[src/rtl/vc_router_pkg.sv]
// Shared definitions for the VC credit controller.
//   vc_state_t : per-(port,VC) lifecycle FREE -> ACTIVE -> (DRAIN) -> FREE
//   *_DEF      : default NUM_PORTS / NUM_VCS / BUF_DEPTH
//   idx_width  : width of a VC index field, never narrower than one bit
package vc_router_pkg;

    localparam int NUM_PORTS_DEF = 5;
    localparam int NUM_VCS_DEF   = 4;
    localparam int BUF_DEPTH_DEF = 4;

    typedef enum logic [1:0] {
        FREE   = 2'b00,
        ACTIVE = 2'b01,
        DRAIN  = 2'b10
    } vc_state_t;

    function automatic int idx_width(input int n);
        return (n > 1) ? $clog2(n) : 1;
    endfunction

endpackage

[src/rtl/vc_credit_counter.sv]
// One VC of one output port: downstream credit counter plus FREE/ACTIVE/DRAIN state.
// Optional macro: VC_CREDIT_ERR_EN enables err_event; otherwise err_event is 0.
// Ports:
//   clk, reset       : clock, asynchronous active-low reset
//   alloc_hit        : allocator grants this VC
//   send_hit         : a flit leaves on this VC, send_tail marks a tail flit
//   credit_hit       : downstream returns one credit to this VC
//   free             : VC is FREE (registered)
//   has_credit       : counter > 0 (registered)
//   err_event        : single-cycle indication of an illegal event this cycle
module vc_credit_counter
    import vc_router_pkg::*;
#(
    parameter int BUF_DEPTH = BUF_DEPTH_DEF,
    parameter int CNT_W     = $clog2(BUF_DEPTH_DEF + 1)
) (
    input  logic clk,
    input  logic reset,
    input  logic alloc_hit,
    input  logic send_hit,
    input  logic send_tail,
    input  logic credit_hit,
    output logic free,
    output logic has_credit,
    output logic err_event
);

    localparam logic [CNT_W-1:0] FULL = CNT_W'(BUF_DEPTH);

    vc_state_t        state_reg, state_next;
    logic [CNT_W-1:0] count_reg, count_next;
    logic             send_ok;
    logic             credit_ok;

    always_comb begin
        // A send needs an allocated VC and a credit in hand.
        send_ok   = send_hit && (state_reg != FREE) && (count_reg != '0);
        // A credit at a full counter is only legal when a send frees a slot in the same cycle.
        credit_ok = credit_hit && ((count_reg != FULL) || send_ok);

        count_next = count_reg;
        if (send_ok && !credit_ok) begin
            count_next = count_reg - CNT_W'(1);
        end else if (credit_ok && !send_ok) begin
            count_next = count_reg + CNT_W'(1);
        end

        // Allocation is only looked at in FREE, so a tail send on an ACTIVE VC
        // always wins over an allocation of that VC in the same cycle.
        state_next = state_reg;
        case (state_reg)
            FREE: begin
                if (alloc_hit) state_next = ACTIVE;
            end
            ACTIVE: begin
                if (send_ok && send_tail) state_next = (count_next == FULL) ? FREE : DRAIN;
            end
            DRAIN: begin
                if (count_next == FULL) state_next = FREE;
            end
            default: state_next = FREE;
        endcase
    end

    always_ff @(posedge clk or negedge reset) begin
        if (!reset) begin
            state_reg <= FREE;
            count_reg <= FULL;
        end else begin
            state_reg <= state_next;
            count_reg <= count_next;
        end
    end

    assign free       = (state_reg == FREE);
    assign has_credit = (count_reg != '0);

`ifdef VC_CREDIT_ERR_EN
    assign err_event = (alloc_hit && (state_reg != FREE))
                     || (send_hit && !send_ok)
                     || (credit_hit && !credit_ok);
`else
    assign err_event = 1'b0;
`endif

endmodule

[src/rtl/vc_credit_ctrl.sv]
// Credit and VC-availability tracker for all output ports of a router.
// Optional macro: VC_CREDIT_ERR_EN enables the sticky protocol-error flag;
// without it err stays 0 while illegal events are still ignored.
// Ports (per-port fields packed with port p at [p*VC_W +: VC_W]):
//   clk, reset               : clock, asynchronous active-low reset
//   alloc_valid / alloc_vc   : VC granted on port p
//   send_valid / send_vc     : flit sent on port p, send_tail marks tail flit
//   credit_valid / credit_vc : credit returned on port p
//   vc_availability          : bit p*NUM_VCS+v = 1 when VC is FREE
//   credit_avail             : bit p*NUM_VCS+v = 1 when credit count > 0
//   err                      : sticky protocol-error flag
module vc_credit_ctrl
    import vc_router_pkg::*;
#(
    parameter  int NUM_PORTS = NUM_PORTS_DEF,
    parameter  int NUM_VCS   = NUM_VCS_DEF,
    parameter  int BUF_DEPTH = BUF_DEPTH_DEF,
    localparam int VC_W      = idx_width(NUM_VCS)
) (
    input  logic                         clk,
    input  logic                         reset,
    input  logic [NUM_PORTS-1:0]         alloc_valid,
    input  logic [NUM_PORTS*VC_W-1:0]    alloc_vc,
    input  logic [NUM_PORTS-1:0]         send_valid,
    input  logic [NUM_PORTS*VC_W-1:0]    send_vc,
    input  logic [NUM_PORTS-1:0]         send_tail,
    input  logic [NUM_PORTS-1:0]         credit_valid,
    input  logic [NUM_PORTS*VC_W-1:0]    credit_vc,
    output logic [NUM_VCS*NUM_PORTS-1:0] vc_availability,
    output logic [NUM_VCS*NUM_PORTS-1:0] credit_avail,
    output logic                         err
);

    localparam int CNT_W = $clog2(BUF_DEPTH + 1);

    logic [NUM_VCS*NUM_PORTS-1:0] err_vec;
    logic                         err_reg;

    genvar gi, gj;
    generate
        for (gi = 0; gi < NUM_PORTS; gi++) begin : g_port
            for (gj = 0; gj < NUM_VCS; gj++) begin : g_vc
                logic alloc_hit, send_hit, credit_hit;

                assign alloc_hit  = alloc_valid[gi]  && (alloc_vc[gi*VC_W +: VC_W]  == VC_W'(gj));
                assign send_hit   = send_valid[gi]   && (send_vc[gi*VC_W +: VC_W]   == VC_W'(gj));
                assign credit_hit = credit_valid[gi] && (credit_vc[gi*VC_W +: VC_W] == VC_W'(gj));

                vc_credit_counter #(
                    .BUF_DEPTH (BUF_DEPTH),
                    .CNT_W     (CNT_W)
                ) u_cnt (
                    .clk        (clk),
                    .reset      (reset),
                    .alloc_hit  (alloc_hit),
                    .send_hit   (send_hit),
                    .send_tail  (send_tail[gi]),
                    .credit_hit (credit_hit),
                    .free       (vc_availability[gi*NUM_VCS + gj]),
                    .has_credit (credit_avail[gi*NUM_VCS + gj]),
                    .err_event  (err_vec[gi*NUM_VCS + gj])
                );
            end
        end
    endgenerate

    // err_vec is constant zero when error checking is compiled out, so this
    // register collapses to a tied-off 0.
    always_ff @(posedge clk or negedge reset) begin
        if (!reset) begin
            err_reg <= 1'b0;
        end else begin
            err_reg <= err_reg | (|err_vec);
        end
    end

    assign err = err_reg;

endmodule

[config.mk]
export PLATFORM = sky130hd
export DESIGN_NAME = vc_credit_ctrl
export DESIGN_NICKNAME = d
export VERILOG_FILES = /design/src/rtl/vc_router_pkg.sv /design/src/rtl/vc_credit_counter.sv /design/src/rtl/vc_credit_ctrl.sv
export SDC_FILE = /design/constraint.sdc
export NUM_CORES = 1
export LEC_CHECK = 0
export CAP_MARGIN = 20
export CORE_AREA = 2 2 116 118
export CTS_CLUSTER_DIAMETER = 100
export CTS_CLUSTER_SIZE = 16
export DETAILED_ROUTE_END_ITERATION = 8
export DIE_AREA = 0 0 118 120
export GPL_ROUTABILITY_DRIVEN = 1
export PLACE_DENSITY = 0.81
export SYNTH_ARGS = -nofsm -noshare
export SYNTH_HDL_FRONTEND = slang
export SYNTH_SLANG_ARGS = --single-unit
[constraint.sdc]
create_clock -name clk -period 2.8 [get_ports clk]
set_input_delay 0.28 -clock clk [delete_from_list [all_inputs] [get_ports clk]]
set_output_delay 0.28 -clock clk [all_outputs]
set_load 0.1 [all_outputs]
==> results.toml, run 1 <==
[logic_synthesis]
synth.top_cell.area_share_pct = 27.8
seq_area_frac_synth_pct = 35.1
synth_cell_type_count = 71
number_of_synthesized_flops_with_an_enable_pin = 0
synth_most_common_cell = "dfrtp_1"
count_of_synthesis_stage_warnings_from_yosys = 0
synthesis.area_um2 = 7200
synth_seq_cells = 100
synthTopCellsByCount = "dfrtp_1, inv_1, nand2_1, nor2_1, ha_1"
synth_async_sr_flop_share_pct = 100
postSynthNetCount = 901
yosys.area.top_type = "dfrtp_1"
syn_area_per_cell_um2 = 9.12
netlist_instances = 789
synth_flop_cell = "dfrtp_1"
synth.area.top_cells = "dfrtp_1, ha_1, dfstp_2"

[final_layout]
area_delta_synth_final_pct = 14.3
antennaDiodeCount = 0
largest_reg_flops = 60
post_route_cells_drive_above_1_share_pct = 11.6
post_layout_nonfiller_instances = 1030
layout_nets = 961

[global_routing]
grt_first_pass_wirelength_um = 23600
grt_max_degree = 65
number_of_antenna_violations_at_the_first_check_in_global_routing = 0
gr-usage-all-layers_pct = 20.1
grt_pass1_vias = 5296
grt-ovfl-total = 0

[die]
initial_cell_density_of_the_core_pct = 55.5
core_area_um2 = 13000
die_height_um = 120
die_area_um2 = 14200
std_cell_rows = 42
boundaryPins = 93
chipWidth_um = 118

[flow_run]
drv_cap = 0

[routing]
drc_errors = 0
detail_route.first_pass.iterations = 4
detail_route.wl_per_cell_um = 13.6
route.vias.total = 5602
final_antenna_net_count = 0
via_per_inst = 5.44
wl_um = 14000
initialDrtViolationCount = 349

[worst_setup_path]
reg2regPathDepth = 8
worstReg2RegEnd = "g_port[2].g_vc[3].u_cnt.state_reg[1]"
worstSetupStartpointType = "flip-flop"
critical_path.endpoint = "g_port[2].g_vc[3].u_cnt.state_reg[1]"
critPathArrivalTime_ps = 2510
critPathLaunch = "g_port[2].g_vc[3].u_cnt.count_reg[1]"
setup.worst_path.class = "flip-flop to flip-flop"
worstPathMaxFanout = 5
worstPathRequired_ps = 3030
critPathCaptureType = "flip-flop"
worst-r2r-setup-slack_ps = 520
r2r-start = "g_port[2].g_vc[3].u_cnt.count_reg[1]"

[pwr]
leakagePower_nw = 3.66
max-vdd-ir-drop_uv = 869
power.density_cell_area_nw_per_um2 = 1190

[clock_network]
post_cts_resize_count = 0
clk_latency_ps = 350
clock_path_buffers = 2
cts_inserted_buffers = 9
cts_root_buf = "clkbuf_16"
ctsHtreeMaxLevel = 3
clk_pin_slew_worst_paths_ps = 60
tritoncts_num_sinks = 100
cts_tree = "built"

[timing]
grt_setup_unrepaired = "no"
finalSetupViolations = 0
finalCriticalPeriod_ps = 2280
slew-limit-headroom_pct = 62.8
clock.fmax_mhz = 439
tightestPinTransition_ps = 554
tns_ps = 0
timing.final.max_slew_violations = 0
fin_skew_ps = 3.53
final-hold-violation-count = 0
crit_share_post_route_pct = 81.4

[placement]
place_inst = 1013
post-dp-hpwl_um = 10800
finalWeightedCongestion = 0.850
port_buffers = 91

[worst_hold_path]
hold_path.class = "primary input to asynchronous set/reset pin"

[status]
run_status = "complete, no violations"
-- critical path, stage by stage (launching register included) --
cell	delay, ps
dfrtp_1	410
inv_1	80
ha_1	210
nand2b_1	150
nand4b_1	230
and2_1	230
or2_2	310
xnor2_1	140
o41a_1	410
-- kinds of logic (layout without fill, tap and decap cells) --
kind of cell | after synthesis | count (layout) | synth area share (%)
buffers and inverters | 120 | 185 | 8.52
flip-flops | 100 | 100 | 35.1
AND/OR/NAND/NOR | 283 | 283 | 22.3
other | 1 | 1 | 0.0521
adder cells (fa/ha/maj) | 60 | 60 | 10.4
XOR/XNOR | 39 | 39 | 4.75
AO/OA/AOI/OAI | 164 | 164 | 15.7
multiplexers | 22 | 22 | 3.09
-- cell usage in the layout, fill, tap and decap left out, types with 9 or more instances in the layout --
master and n:
xnor2_1 24, o21ai_0 26, nand3_1 23, ha_1 60, dfstp_2 20, nand2_1 67
xor2_1 15, clkbuf_16 9, nor3b_1 10, buf_4 46, nor2b_1 20, o31a_1 12
a31oi_1 13, nor2_1 64, nand2b_1 24, dfrtp_1 80, o31ai_1 12, clkdlybuf4s50_1 50
mux2i_1 20, inv_1 71, a21oi_1 35
-- power by group --
part           leakage [nW]  internal (mW)  total [mW]  switching (mW)
Combinational          2.34           1.71        5.78            4.08
Clock                 0.135          0.693        1.21           0.514
Sequential             1.19           2.19        2.82           0.626
-- metrics by stage --
step | utilization (%) | hold slack, ps | total power [mW] | setup WS, ps | cell area [um2]
3_3_place_gp | 61.2 | 276 | 8.48 | 422 | 7940
4_1_cts | 63.4 | 441 | 9.88 | 528 | 8230
5_1_grt | 63.4 | 478 | 10.5 | 335 | 8230
3_5_place_dp | 61.2 | 280 | 8.61 | 304 | 7940
2_1_floorplan | - | -15.6 | 7.75 | 696 | 7200
6_report | 63.4 | 438 | 9.81 | 521 | 8230
-- worst min-delay path by stage --
stage / to / slack, ps / cells past startpoint
finish: g_port[2].g_vc[0].u_cnt.count_reg[0] / 440 / 2
global route: g_port[2].g_vc[0].u_cnt.count_reg[0] / 480 / 2
detailed placement: g_port[2].g_vc[0].u_cnt.count_reg[0] / 280 / 1
CTS: g_port[2].g_vc[0].u_cnt.count_reg[0] / 440 / 2
floorplan: g_port[0].g_vc[0].u_cnt.count_reg[0] / -20 / 0
global placement: g_port[2].g_vc[0].u_cnt.count_reg[0] / 280 / 1
-- per-layer routing --
layer  global-route usage (%)  vias up  share of wire, %
met5                        0        -                 0
met4                     5.50        0               1.1
met3                     4.80       13               3.5
met2                     35.9       88                50
met1                     24.3     2649                45
li1                         -     2852                 -
-- final cells by class --
class	count	area [um2]
clock inverter	2	35.0
fill	1109	4750
inverter	71	267
multi-input combinational	569	4060
clock buffer	14	244
sequential	100	2530
timing repair buffer	98	876
tap	176	220
-- repair_timing --
action / CTS / global route
hold buffers: 1 / 0
endpoints found under the hold margin: 28 / 0
setup buffers: 0 / 0
Power figures use the tool's default switching activity.
==> run 2, diff against run 1 <==
==> constraint.sdc (replaced) <==
create_clock -name clk -period 2.35 [get_ports clk]
set_input_delay 0.235 -clock clk [delete_from_list [all_inputs] [get_ports clk]]
set_output_delay 0.235 -clock clk [all_outputs]
set_load 0.1 [all_outputs]
==> run 2 against run 1 <==
Effect of this change: clock skew is 0.88 ps higher; setup slack worse by 400 ps; global-route usage is 0.85 points higher; combinational power is 21% higher; flip-flop and latch count stayed put; non-clock buffer count is 18 higher; hold slack worse by 66 ps; register-to-register slack worse by 400 ps; design area is 2.5% higher; largest cell class unchanged.
==> results.toml, run 2 (synthesized netlist as in run 1, its figures left out) <==
[final_layout]
layout_nets = 979
commonest_cells_after_routing_fill_and_taps_aside = "dfrtp_1, inv_1, nand2_1, nor2_1, buf_4"
antennaDiodeCount = 0
fin_area_um2 = 8440
largest_reg_flops = 60
layout.cells.most_common = "dfrtp_1"
post_route_cells_drive_above_1_share_pct = 14.4
area_delta_synth_final_pct = 17.2
fillers = 1072
multi_input_area_um2 = 4090
layout.area.seq_um2 = 2530

[routing]
route.vias.total = 5711
final_antenna_net_count = 0
detail_route.first_pass.iterations = 4
via_per_inst = 5.45
initialDrtViolationCount = 293
drc_errors = 0
wl_um = 14100
detail_route.wl_per_cell_um = 13.4

[worst_setup_path]
critPathCaptureType = "flip-flop"
worstPathMaxFanout = 4
setup.worst_path.class = "flip-flop to flip-flop"
worst-r2r-setup-slack_ps = 130
worstSetupStartpointType = "flip-flop"
reg2regPathDepth = 8
r2r-start = "g_port[3].g_vc[1].u_cnt.count_reg[1]"
critPathLaunch = "g_port[3].g_vc[1].u_cnt.count_reg[1]"
critPathArrivalTime_ps = 2460
worstPathRequired_ps = 2590

[clock_network]
clk_latency_ps = 350
clock_path_buffers = 2
cts_tree = "built"
cts_inserted_buffers = 9
tritoncts_num_sinks = 100
cts_root_buf = "clkbuf_16"
clk_pin_slew_worst_paths_ps = 70
ctsHtreeMaxLevel = 3

[worst_hold_path]
hold_path.class = "primary input to asynchronous set/reset pin"

[die]
die_height_um = 120
initial_cell_density_of_the_core_pct = 55.5
core_area_um2 = 13000
boundaryPins = 93
chipWidth_um = 118
die_area_um2 = 14200
std_cell_rows = 42

[timing]
timing.final.max_slew_violations = 0
final-hold-violation-count = 0
slew-limit-headroom_pct = 66.9
grt_setup_unrepaired = "no"
tightestPinTransition_ps = 493
clock.fmax_mhz = 450
crit_share_post_route_pct = 94.7
fin_worst_hold_slack_ps = 371
finalCriticalPeriod_ps = 2220
finalSetupViolations = 0
fin_skew_ps = 4.41

[pwr]
power_switching_share_pct = 52.4
power.density_cell_area_nw_per_um2 = 1420
leakagePower_nw = 3.79
clkPwrFrac_pct = 13.6
cell_internal_pwr_mw = 5.69
share_comb_of_total_power_pct = 58.5
switchingPower_mw = 6.26
p_seq_share_pct = 28.0
max-vdd-ir-drop_uv = 925

[placement]
post-dp-hpwl_um = 10800
dpl_cell_area_um2 = 8070
finalWeightedCongestion = 0.859
port_buffers = 91

[global_routing]
grt-ovfl-total = 0
grt_max_degree = 66
number_of_antenna_violations_at_the_first_check_in_global_routing = 0
grt_first_pass_wirelength_um = 24900
grt_pass1_vias = 5659
gr-usage-all-layers_pct = 21.0

[status]
run_status = "complete, no violations"

[flow_run]
drv_cap = 0
run 2: layout make-up:
class	instances	area share, %
Multi-Input combinational cell	569	48.4
Tap cell	176	2.61
Timing Repair Buffer	116	12.0
Inverter	71	3.16
Clock buffer	11	3.00
Sequential cell	100	30.0
Clock inverter	4	0.860
run 2: critical path: stages, from the launching register on:
cell and delay (ps):
dfrtp_1 390, inv_1 90, ha_1 200, nor2b_1 150, or4_4 510, mux2i_1 190, xor2_1 260, nand2_1 80
o31a_1 240
run 2: worst paths after layout:
path,end
worst max-delay path,g_port[3].g_vc[1].u_cnt.state_reg[1]
worst min-delay path,g_port[2].g_vc[0].u_cnt.count_reg[0]
worst max register to register,g_port[3].g_vc[1].u_cnt.state_reg[1]
worst min register to register,g_port[1].g_vc[0].u_cnt.state_reg[0]
max in group asynchronous,g_port[1].g_vc[1].u_cnt.count_reg[2]
min in group clk,g_port[1].g_vc[0].u_cnt.state_reg[0]
run 2: what timing repair did:
item	in CTS	in global routing
endpoints found under the hold margin	28	0
setup buffers	0	1
endpoints found under the setup margin	0	5
hold buffers	1	0
gates resized for setup	0	5
run 2: metal layers:
metal  global-route usage, %  routed length, um  vias to the layer above
li1                        -                  -                     2878
met1                    26.1               6430                     2742
met2                    36.8               7050                       77
met3                    4.47                443                       14
met4                    5.95                151                        0
met5                       0                  0                        -
run 2: per-stage QoR:
| step | std cells | total power [mW] | setup slack (ps) | utilization, % | TNS, ps |
|---|---|---|---|---|---|
| 2_1_floorplan | 789 | 9.24 | 246 | - | 0 |
| 3_3_place_gp | 1030 | 10.2 | 42.0 | 62.1 | 0 |
| 3_5_place_dp | 1030 | 10.3 | -22.2 | 62.1 | -22.2 |
| 4_1_cts | 1046 | 12.0 | 106 | 64.7 | 0 |
| 5_1_grt | 1047 | 12.8 | 9.64 | 65.0 | 0 |
| 6_report | 1047 | 11.9 | 126 | 65.0 | 0 |
run 2: power groups by stage:
stage | clock [mW] | combinational, mW | sequential (mW)
after global routing | 1.73 | 7.57 | 3.48
after global placement | 0 | 6.82 | 3.34
after floorplan | 0 | 6.03 | 3.20
after detailed placement | 0 | 6.94 | 3.36
final | 1.62 | 6.98 | 3.34
after CTS | 1.67 | 7.00 | 3.34
